$ cat src/rtl/fifo_wr_ctrl.sv
// rtl/fifo_wr_ctrl.sv - async FIFO write-side controller: pointers, full/level flags, drain handshake
// Optional rejected-write counter enabled by `define FIFO_WR_OVF_CNT_EN
module fifo_wr_ctrl #(
    parameter int ADDR_WIDTH = 4,
    parameter int AF_MARGIN  = 2
) (
    input  logic                  clk,
    input  logic                  restn,
    input  logic                  wr_req,
    input  logic [ADDR_WIDTH:0]   rptr_gray_sync,
    input  logic                  drain_req,
    output logic                  mem_we,
    output logic [ADDR_WIDTH-1:0] mem_waddr,
    output logic [ADDR_WIDTH:0]   wptr_gray,
    output logic                  full,
    output logic                  almost_full,
    output logic [ADDR_WIDTH:0]   level,
    output logic                  drain_done,
    output logic [7:0]            ovf_cnt
);

    localparam int PW    = ADDR_WIDTH + 1;
    localparam int DEPTH = 1 << ADDR_WIDTH;
    localparam logic [PW-1:0] AF_THRESH = PW'(DEPTH - AF_MARGIN);

    typedef enum logic [1:0] {
        RUN   = 2'd0,
        DRAIN = 2'd1,
        DONE  = 2'd2
    } state_t;

    state_t        state, state_next;
    logic [PW-1:0] wbin;
    logic [PW-1:0] wbin_next;
    logic [PW-1:0] gray_next;
    logic [PW-1:0] rbin;
    logic [PW-1:0] level_next;
    logic [PW-1:0] full_cmp;

    function automatic logic [PW-1:0] gray2bin(input logic [PW-1:0] g);
        logic [PW-1:0] b;
        b[PW-1] = g[PW-1];
        for (int i = PW - 2; i >= 0; i--) begin
            b[i] = b[i+1] ^ g[i];
        end
        return b;
    endfunction

    assign mem_we     = wr_req & ~full & (state == RUN);
    assign mem_waddr  = wbin[ADDR_WIDTH-1:0];
    assign wbin_next  = wbin + {{ADDR_WIDTH{1'b0}}, mem_we};
    assign gray_next  = wbin_next ^ (wbin_next >> 1);
    assign rbin       = gray2bin(rptr_gray_sync);
    // Read pointer is stale by the synchronizer delay, so this over-estimates occupancy.
    assign level_next = wbin_next - rbin;
    // Full when write is exactly one lap ahead: top two Gray bits inverted, rest equal.
    assign full_cmp   = {~rptr_gray_sync[PW-1:PW-2], rptr_gray_sync[PW-3:0]};

    always_comb begin
        state_next = state;
        case (state)
            RUN: begin
                if (drain_req) state_next = DRAIN;
            end
            DRAIN: begin
                if (!drain_req)                       state_next = RUN;
                else if (rptr_gray_sync == wptr_gray) state_next = DONE;
            end
            DONE: begin
                if (!drain_req) state_next = RUN;
            end
            default: state_next = RUN;
        endcase
    end

    always_ff @(posedge clk or negedge restn) begin
        if (!restn) begin
            state       <= RUN;
            wbin        <= '0;
            wptr_gray   <= '0;
            full        <= 1'b0;
            almost_full <= 1'b0;
            level       <= '0;
            drain_done  <= 1'b0;
        end else begin
            state       <= state_next;
            wbin        <= wbin_next;
            wptr_gray   <= gray_next;
            full        <= (gray_next == full_cmp);
            almost_full <= (level_next >= AF_THRESH);
            level       <= level_next;
            drain_done  <= (state_next == DONE);
        end
    end

`ifdef FIFO_WR_OVF_CNT_EN
    logic [7:0] ovf_q;

    always_ff @(posedge clk or negedge restn) begin
        if (!restn) begin
            ovf_q <= 8'd0;
        end else if (wr_req && !mem_we && ovf_q != 8'hFF) begin
            ovf_q <= ovf_q + 8'd1;
        end
    end

    assign ovf_cnt = ovf_q;
`else
    assign ovf_cnt = 8'd0;
`endif

endmodule

$ cat config.mk
export PLATFORM = sky130hd
export DESIGN_NAME = fifo_wr_ctrl
export DESIGN_NICKNAME = d
export VERILOG_FILES = /design/src/rtl/fifo_wr_ctrl.sv
export SDC_FILE = /design/constraint.sdc
export NUM_CORES = 1
export LEC_CHECK = 0
export BUFFER_PORTS_ARGS = -buffer_cell sky130_fd_sc_hd__buf_2
export CAP_MARGIN = 5
export CORE_MARGIN = 5
export CORE_UTILIZATION = 35
export DETAILED_ROUTE_END_ITERATION = 16
export GPL_TIMING_DRIVEN = 0
export SLEW_MARGIN = 20
export SYNTH_ARGS = -nofsm -noshare
export SYNTH_HDL_FRONTEND = slang
export SYNTH_SLANG_ARGS = --single-unit
$ cat constraint.sdc
create_clock -name clk -period 2.9 [get_ports clk]
set_input_delay 0.145 -clock clk [delete_from_list [all_inputs] [get_ports clk]]
set_output_delay 0.145 -clock clk [all_outputs]
set_load 0.02 [all_outputs]
Word-level counts from Yosys, hierarchy flattened
Cells that the tools add are included.

storage, ports and cells
  register bits after elaboration = 20
  output and inout bits = 26
  input bits = 9
  logic and storage cells = 30

operators by class
  bitwise logic cells = 9
  mux-type cells = 5
  $add $sub $neg = 2
  eq/ne operators = 5
  magnitude comparators = 1
  reductions and logical operators = 1

operator list
  operator                                                                              count
  5-bit == test                                                                         2
  2-bit two-way mux                                                                     4
  2-bit case mux with 3 select lines                                                    1
  5-bit by 1-bit adder with 5-bit output                                                1
  5-bit by 4-bit greater-or-equal comparator with 1-bit output (second input constant)  1
  5-bit subtractor                                                                      1
  5-bit by 4-bit XOR with 5-bit output                                                  1
  2-bit == test (second input constant)                                                 2
  1-bit XOR                                                                             4
  1-bit bitwise AND                                                                     2
  2-bit by 1-bit == test with 1-bit output (second input constant)                      1
  2-bit zero test                                                                       1
  2-bit inverter                                                                        1
  1-bit inverter                                                                        1

Logic depth before layout (Yosys ltp)
Gate-level depths: netlist (run 1).

  depth after elaboration = 6
  gate-level depth with buffers = 10
  depth with buffers taken out = 10

Least setup slack after synthesis (run 1)
No wires, ideal clock.

  kind = register -> register
  from = register full
  to = register almost_full
  slack = 246 ps
  path buffers = 1
  clock period less this slack = 2,654 ps
  arrival = 2,539 ps
  required time = 2,784 ps
  library setup time = 116 ps
  cell stages (with the launch flop) = 11
  cell sequence = dfrtp_1 > nor4b_1 > ha_1 > ha_1 > buf_4 > xor2_1 > ha_1 > nand2b_1 > a21boi_0 > or3_1 > o311ai_0

on the way
  longest elaborated chain between the ends = 6

RTL lines
  what                                                          line  RTL
  start, declared                                               15    output logic full,
  start signal, assigned                                        89    full <= (gray_next == full_cmp);
  1-bit inverter                                                49    assign mem_we = wr_req & ~full & (state == RUN);
  1-bit bitwise AND (2 in a row)                                49
  5-bit by 1-bit adder with 5-bit output                        51    assign wbin_next = wbin + {{ADDR_WIDTH{1'b0}}, mem_we};
  net wbin_next[2]                                              34    logic [PW-1:0] wbin_next;
  5-bit subtractor                                              55    assign level_next = wbin_next - rbin;
  5-bit by 4-bit greater-or-equal comparator with 1-bit output  90    almost_full <= (level_next >= AF_THRESH);
  end signal, assigned                                          90
  end, declared                                                 16    output logic almost_full,

The timed path passes the listed nets, and every way through them passes these cells.

Worst setup path in the final report (run 1)
  from = register state[0]
  to = register almost_full

on the way
  longest elaborated chain between the ends = 5

RTL lines
  what                                                          line  RTL
  start, declared                                               32    state_t state, state_next;
  start signal, assigned                                        86    state <= state_next;
  2-bit zero test                                               49
  1-bit bitwise AND                                             49
  5-bit by 1-bit adder with 5-bit output                        51
  net wbin_next[2]                                              34
  5-bit subtractor                                              55
  5-bit by 4-bit greater-or-equal comparator with 1-bit output  90

The timed path passes the listed nets, and every way through them passes these cells.

==> results of run 1 <==
## metal layers
metal  track usage [%]  vias to the layer above  part of all wire [%]
li1                  -                      444                     -
met1              13.3                      405                    41
met2              20.0                       26                    49
met3              1.94                        5                   6.8
met4              9.73                        0                   3.4
met5                 0                        -                     0
## stage by stage
stage | std cells | area [µm²] | utilization (%)
after floorplan | 122 | 1230 | -
after global placement | 194 | 1420 | 42.6
after detailed placement | 194 | 1420 | 42.6
after CTS | 199 | 1470 | 44.0
after global routing | 200 | 1480 | 44.2
final | 200 | 1480 | 44.2
## critical path: stages (launching register included)
cell and delay (ns):
dfrtp_1 0.43, nor4b_1 0.34, ha_2 0.25, ha_1 0.15
buf_4 0.16, xor2_2 0.27, ha_1 0.32, nand2b_1 0.09
a21boi_0 0.10, or3_1 0.38, o311ai_0 0.11
## power by group
part	internal [µW]	total [µW]	switching, µW
logic	434	1030	592
clock network	53.7	136	82.7
registers	390	466	75.7
## layout make-up
cell class                 count  share of cell area (%)
sequential                    19                    32.2
inverter                      10                    2.54
clock buffer                   4                    1.78
tap                           46                    3.90
timing repair buffer          28                    10.0
buffer                        11                    5.85
multi-input combinational     82                    43.7
## cells by family (layout without fill, tap and decap cells)
logic type                 Yosys count  after routing  synth area share, %
AOI/OAI and AO/OA                   16             16                 11.4
xor gates and xnor gates            23             23                 17.3
adders and majority gates            7              7                 7.87
buffers and inverters               21             53                 10.2
DFF                                 19             19                 39.3
muxes                                1              1                0.828
other                                1              8                0.310
and+or+nand+nor                     27             27                 12.7
## registers in the layout (all words and copies together) (netlist names)
register	cells
level	5
wbin	5
wptr_gray	4
state	2
almost_full	1
drain_done	1
full	1
## cell usage after synthesis (2+ instances only)
cell type	instances
dfrtp_1	19
xnor2_1	16
buf_4	10
inv_1	10
nand2_1	7
ha_1	6
xor2_1	6
nor2_1	5
nand2b_1	3
a21boi_0	2
and2_1	2
nand3_1	2
nand3b_1	2
nor4b_1	2
o21ai_0	2
## cell usage in the layout (no fill, tap or decap), types with 3 or more instances in the layout
cell type	instances
conb_1	8
clkbuf_4	3
xor2_1	5
ha_1	5
nor2_1	5
inv_1	10
nand2_1	7
buf_2	26
dfrtp_1	19
nand2b_1	3
xnor2_1	16
buf_4	11
## final timing paths
check / startpoint / endpoint / slack, ns
max in group asynchronous: restn / level[2] / 2.31
setup reg to reg: state[0] / almost_full / 0.19
hold reg to reg: wbin[0] / wbin[0] / 0.60
hold / removal: drain_req / state[0] / 0.07
setup / recovery: state[0] / almost_full / 0.19
min in group asynchronous: restn / wptr_gray[1] / 0.29
## repair_timing
action / CTS / global route
buffers inserted: 0 / 1
hold buffers: 1 / 0
endpoints found under the setup margin: 2 / 1
pin swaps: 0 / 1
gates resized for setup: 2 / 0
hold endpoints to repair: 19 / 0
==> results_dict.tcl, run 1 <==
set metrics [dict create \
    cts.path.max_buffers 2 \
    p_leak_uw 0.000716 \
    drc 0 \
    seq_area_um2 475 \
    fp.dieArea_mm2 0.00473 \
    syn_area_mm2 0.00121 \
    power.density_mw_per_mm2 1100 \
    crit_path_end_kind "register" \
    postLayoutSetupSlackWorst_ns 0.190 \
    overflow 0 \
    min_path_type "in2reg" \
    finalSetupViolCount 0 \
    dr.first_iter.drc_count 31 \
    synthArstFlopShare_pct 100 \
    gp_congestion 0.706 \
    first_pass_iters 4 \
    grt_pass1_wl_um 4100 \
    outcome "completed" \
    drive_above_1_share_pct 31.2 \
    ys_ff_latch 19 \
    num_vias 880 \
    clk_pin_slew_ns 0.10 \
    start_util_pct 36.2 \
    gr-usage-all-layers_pct 12.0 \
    num_rows 21 \
    synth_edf_count 0 \
    required_ns 3.09 \
    synthFlopType "dfrtp_1" \
    yosys.area.top_type "dfrtp_1" \
    grt_pass1_vias 940 \
    antenna_found_initial 0 \
    syn_inst 115 \
    rsz0062_at_grt "false" \
    cts_tree "built" \
    synth.distinct_cells 36 \
    n_antenna_cell 0 \
    hpwl_um 1970 \
    vias_per_cell 4.40 \
    min_path_cells 2 \
    synthTopCellsByArea "dfrtp_1 (39%), xnor2_1 (12%), buf_4 (6.2%), ha_1 (6.2%), xor2_1 (4.3%)" \
    hold_viol 0 \
    pre_cts_slack_ns -0.140 \
    wirelength_um 2440 \
    syn_area_per_cell_um2 10.5 \
    area_growth_pct 22.2 \
    ff2ff_path_depth 10 \
    crit_type "reg2reg" \
    ys_warn_count 0 \
    fillers 325 \
    wl_per_cell_um 12.2 \
    max-cap-violations 0 \
    total_power_uw 1630 \
    fin_nets 171 \
    setup_tns_ns 0 \
    slew_viol_final 0 \
    die_w_um 68.8 \
    period_share_pct 93.5 \
    ant_nets 0 \
    port_buffers 26 \
    vdd_drop_max_mv 0.245 \
    die_height_um 68.8 \
    cp-start-kind "register" \
    multi_input_area_um2 646 \
    min_period_ns 2.71 \
    synth_top_area_share_pct 39.3 \
    clock_latency_ns 0.31 \
    skew_ns 0.00784 \
    max_freq_mhz 369 \
    grt_max_degree 20 \
    yosysSeqAreaShare_pct 39.3 \
    h-tree-depth 1 \
    core_area_mm2 0.00334 \
    cts_root_buffer "clkbuf_4" \
    cts_made_buffers 3 \
    clock_sinks 19 \
    path_max_fanout 7 \
    arrival_ns 2.90 \
    hold-worst-slack_ns 0.0715 \
    io_pins 35 \
]
(Power assumes the default switching activity.)
==> inputs of run 2 (changes only) <==
--- a/config.mk
+++ b/config.mk
@@ -7,8 +7,10 @@
 export LEC_CHECK = 0
 export BUFFER_PORTS_ARGS = -buffer_cell sky130_fd_sc_hd__buf_2
 export CAP_MARGIN = 5
+export CORE_ASPECT_RATIO = 0.9
 export CORE_MARGIN = 5
 export CORE_UTILIZATION = 35
+export CTS_CLUSTER_DIAMETER = 120
 export DETAILED_ROUTE_END_ITERATION = 16
 export GPL_TIMING_DRIVEN = 0
 export SLEW_MARGIN = 20
==> results_dict.tcl, run 2 (synthesis results as in run 1) <==
set metrics [dict create \
    outcome "completed" \
    crit_type "reg2reg" \
    critPathLaunch "state[0]" \
    grt_pass1_wl_um 4200 \
    required_ns 3.04 \
    core_area_mm2 0.00335 \
    gr-usage-all-layers_pct 11.3 \
    cpLargestDelayFamily "simple AND/OR/NAND/NOR gates" \
    cts_root_buffer "clkbuf_8" \
    finalSetupViolCount 0 \
    gp_congestion 0.783 \
    cp_cell_sequence "nor4b_2, ha_2, ha_1, buf_4, xor2_4, ha_1, nand2b_1, a21boi_0, or3_1, o311ai_0" \
    wirelength_um 2470 \
    use_met3_pct 3.06 \
    multi_input_area_um2 663 \
    postLayoutSetupSlackWorst_ns 0.267 \
    area_growth_pct 26.9 \
    cp-start-kind "register" \
    placed_cells 192 \
    path_max_fanout 7 \
    first_pass_iters 4 \
    fin_nets 174 \
    hold-worst-slack_ns 0.121 \
    dr.first_iter.drc_count 13 \
    largestRegisters "level x5, wbin x5, wptr_gray x4" \
    h-tree-depth 1 \
    fillers 341 \
    p_leak_uw 0.000746 \
    port_buffers 26 \
    use_met2_pct 18.2 \
    cts_tree "built" \
    stdcell_count 201 \
    die_w_um 71.9 \
    clk_pin_slew_ns 0.07 \
    min_path_type "in2reg" \
    final_cell_mix "buf_2 (26), dfrtp_1 (19), xnor2_1 (16), buf_4 (14), inv_1 (10)" \
    max-cap-violations 0 \
    worstHoldStart "drain_req" \
    fp.dieArea_mm2 0.00473 \
    cts.path.max_buffers 2 \
    cpMostUsedCell "ha_1" \
    min_path_cells 2 \
    ff2ff_path_depth 10 \
    power.density_mw_per_mm2 1120 \
    grt_max_degree 20 \
    vias_per_cell 4.50 \
    io_pins 35 \
    clock_sinks 19 \
    max_freq_mhz 380 \
    crit_path_end_kind "register" \
    period_share_pct 90.8 \
    cp.depth 10 \
    grt-busiest-layer "met2" \
    timing.rr.start "state[0]" \
    pre_cts_slack_ns -0.120 \
    hold_viol 0 \
    wl_per_cell_um 12.3 \
    grt_pass1_vias 911 \
    drc 0 \
    cpMaxStageDelayCell "dfrtp_1" \
    arrival_ns 2.77 \
    start_util_pct 36.0 \
    num_vias 905 \
    hpwl_um 2020 \
    slew_viol_final 0 \
    rsz0062_at_grt "false" \
    final_common_cell "buf_2" \
    n_antenna_cell 0 \
    place_area_mm2 0.00142 \
    skew_ns 0.00216 \
    seq_area_um2 475 \
    grtUsageMet1_pct 14.9 \
    overflow 0 \
    crit_buf_inv 1 \
    drive_above_1_share_pct 33.8 \
    die_height_um 65.8 \
    num_rows 20 \
    total_power_uw 1710 \
    design_area_mm2 0.00153 \
    cts_made_buffers 3 \
    vdd_drop_max_mv 0.378 \
    slowest_delay_ns 0.42 \
    ant_nets 0 \
    antenna_found_initial 0 \
    min_period_ns 2.63 \
    clock_latency_ns 0.25 \
]
-- run 2: cell type report --
type,count,share of cell area (%)
inverter,10,2.45
timing repair buffer,31,11.1
buffer,11,5.63
tap,44,3.59
clock inverter,1,0.326
multi-input combinational,82,43.2
clock buffer,3,2.69
sequential,19,31.0
-- run 2: path summary, 6_finish.rpt --
check | slack [ns] | endpoint
min in group asynchronous | 0.36 | drain_done
setup reg to reg | 0.27 | almost_full
hold / removal | 0.12 | state[0]
hold reg to reg | 0.61 | wbin[0]
max in group asynchronous | 2.24 | wbin[3]
setup / recovery | 0.27 | almost_full
-- run 2: report_power, final --
part           internal, µW  switching, µW  leakage, µW
logic                   450            610     0.000490
clock network          95.2           82.7    0.0000255
registers               391           81.9     0.000231
-- run 2: layer usage --
metal | part of all wire, % | vias to the layer above | wire (µm)
li1 | - | 450 | -
met1 | 47 | 428 | 1160
met2 | 47 | 25 | 1160
met3 | 5.5 | 2 | 137
met4 | 0.77 | 0 | 19
met5 | 0 | - | 0
-- run 2: repair_timing --
action                     4_1_cts  5_1_grt
buffers inserted                 0        4
hold buffers                     1        0
pin swaps                        0        1
hold endpoints to repair        19        0
setup endpoints to repair        2        3
resized for setup                1        3
-- run 2: worst register-to-register path: stages, from the launching register on --
cell      delay, ns
dfrtp_1        0.42
nor4b_2        0.29
ha_2           0.27
ha_1           0.15
buf_4          0.17
xor2_4         0.24
ha_1           0.31
nand2b_1       0.09
a21boi_0       0.10
or3_1          0.38
o311ai_0       0.11
-- run 2: through the flow --
stage	utilization [%]	TNS, ns
after detailed placement	42.4	-0.166
final	45.7	0
after global placement	42.4	-0.119
after CTS	44.3	0
after floorplan	-	0
after global routing	45.7	0
==> inputs of run 3 (changes only) <==
--- a/config.mk
+++ b/config.mk
@@ -13,6 +13,7 @@
 export CTS_CLUSTER_DIAMETER = 120
 export DETAILED_ROUTE_END_ITERATION = 16
 export GPL_TIMING_DRIVEN = 0
+export PLACE_DENSITY = 0.56
 export SLEW_MARGIN = 20
 export SYNTH_ARGS = -nofsm -noshare
 export SYNTH_HDL_FRONTEND = slang
==> results_dict.tcl, run 3 (synthesis results as in run 1) <==
set metrics [dict create \
    reg2reg_slack_ns 0.23 \
    r2r-end "almost_full" \
    fin_nets 171 \
    cts_made_buffers 3 \
    clock_latency_ns 0.25 \
    cts_root_buffer "clkbuf_8" \
    power.density_mw_per_mm2 1120 \
    timing.rr.start "state[0]" \
    grt_pass1_vias 945 \
    p_leak_uw 0.000724 \
    cts.path.max_buffers 2 \
    gr-usage-all-layers_pct 10.8 \
    period_share_pct 92.2 \
    grt_pass1_wl_um 4040 \
    cpMostUsedCell "ha_1" \
    ant_nets 0 \
    skew_ns 0.00116 \
    slowest_delay_ns 0.41 \
    die_height_um 65.8 \
    ff2ff_path_depth 10 \
    placed_cells 192 \
    port_buffers 26 \
    core_area_mm2 0.00335 \
    worstHoldStart "drain_req" \
    h-tree-depth 1 \
    required_ns 3.03 \
    largestRegisters "level x5, wbin x5, wptr_gray x4" \
    final_core_util_pct 44.5 \
    area_growth_pct 23.5 \
    hpwl_um 1950 \
    wirelength_um 2410 \
    clk_pin_slew_ns 0.06 \
    drc 0 \
    max-cap-violations 0 \
    num_vias 889 \
    num_rows 20 \
    vias_per_cell 4.49 \
    cp_cell_sequence "nor4b_1, ha_2, ha_1, buf_4, xor2_2, ha_1, nand2b_1, a21boi_0, or3_1, o311ai_0" \
    whs_endpoint "state[0]" \
    first_pass_iters 4 \
    crit_buf_inv 1 \
    rsz0062_at_grt "false" \
    start_util_pct 36.0 \
    grt_max_degree 20 \
    overflow 0 \
    final_common_cell "buf_2" \
    gp_congestion 0.762 \
    vdd_drop_max_mv 0.318 \
    io_pins 35 \
    max_freq_mhz 374 \
    clock_sinks 19 \
    crit_type "reg2reg" \
    cts_tree "built" \
    finalSetupViolCount 0 \
    wl_per_cell_um 12.1 \
    final_cell_mix "buf_2 (26), dfrtp_1 (19), xnor2_1 (16), buf_4 (11), inv_1 (10)" \
    cpMaxStageDelayCell "dfrtp_1" \
    min_path_type "in2reg" \
    crit_path_end_kind "register" \
    min_path_cells 2 \
    hold_viol 0 \
    stdcell_count 198 \
    slew_viol_final 0 \
    dr.first_iter.drc_count 17 \
    fp.dieArea_mm2 0.00473 \
    cpLargestDelayFamily "simple AND/OR/NAND/NOR gates" \
    die_w_um 71.9 \
    total_power_uw 1670 \
    n_antenna_cell 0 \
    cp-start-kind "register" \
    drive_above_1_share_pct 31.2 \
    outcome "completed" \
    antenna_found_initial 0 \
    arrival_ns 2.81 \
    path_max_fanout 7 \
    fillers 337 \
    min_period_ns 2.67 \
]
==> run 3: cell count changes in the layout (fill, tap and decap cells not counted) <==
cell,previous run,this run
buf_4,14,11
clkbuf_1,0,1
clkinv_2,1,0
nor4b_1,1,2
nor4b_2,2,1
xor2_2,1,2
xor2_4,1,0
==> run 3: timing repair <==
| item | in CTS | in global routing |
|---|---|---|
| setup endpoints to repair | 2 | 2 |
| resized for setup | 2 | 0 |
| setup buffers | 0 | 1 |
| hold buffers | 1 | 0 |
| endpoints found under the hold margin | 19 | 0 |
| pin swaps | 0 | 1 |
==> run 3: through the flow <==
step / setup slack (ns) / instance area [µm²] / setup TNS [ns] / hold slack [ns]
6_report: 0.226 / 1490 / 0 / 0.120
3_5_place_dp: -0.117 / 1420 / -0.134 / 0.102
5_1_grt: 0.000121 / 1490 / 0 / 0.122
4_1_cts: 0.0621 / 1490 / 0 / 0.119
2_1_floorplan: 0.246 / 1230 / 0 / -0.151
3_3_place_gp: -0.0995 / 1420 / -0.104 / 0.0973
==> run 3: where the power goes <==
group,total (µW),switching [µW],internal (µW)
clock network,177,79.9,97.5
logic,1030,593,433
registers,469,77.7,391
==> run 3: worst register-to-register path, cell delays in order (launching register included) <==
cell and delay, ns:
dfrtp_1 0.41, nor4b_1 0.34, ha_2 0.25, ha_1 0.15, buf_4 0.17, xor2_2 0.26, ha_1 0.32, nand2b_1 0.09
a21boi_0 0.09, or3_1 0.37, o311ai_0 0.11
==> run 3: worst max path at each step <==
stage | startpoint | to | slack (ns) | cells past startpoint
3_3_place_gp | state[0] | almost_full | -0.1 | 10
6_report | state[0] | almost_full | 0.23 | 10
2_1_floorplan | full | almost_full | 0.25 | 10
5_1_grt | state[0] | almost_full | 0.0001 | 10
3_5_place_dp | state[0] | almost_full | -0.12 | 10
4_1_cts | state[0] | almost_full | 0.06 | 10
==> run 3: routing by layer <==
layer	routed length [µm]	vias up	global-route usage [%]
li1	-	444	-
met1	1040	417	12.3
met2	1180	24	19.3
met3	143	4	2.29
met4	38	0	4.69
met5	0	-	0
==> run 3: area by class of cell <==
type / instances / area, µm² / area share [%]
flip-flops and latches: 19 / 475 / 31.9
inverters: 10 / 37.5 / 2.51
repair buffers: 28 / 148 / 9.89
well taps: 44 / 55.1 / 3.69
multi-input cells: 82 / 646 / 43.3
clock buffers: 4 / 45.0 / 3.02
plain buffers: 11 / 86.3 / 5.78
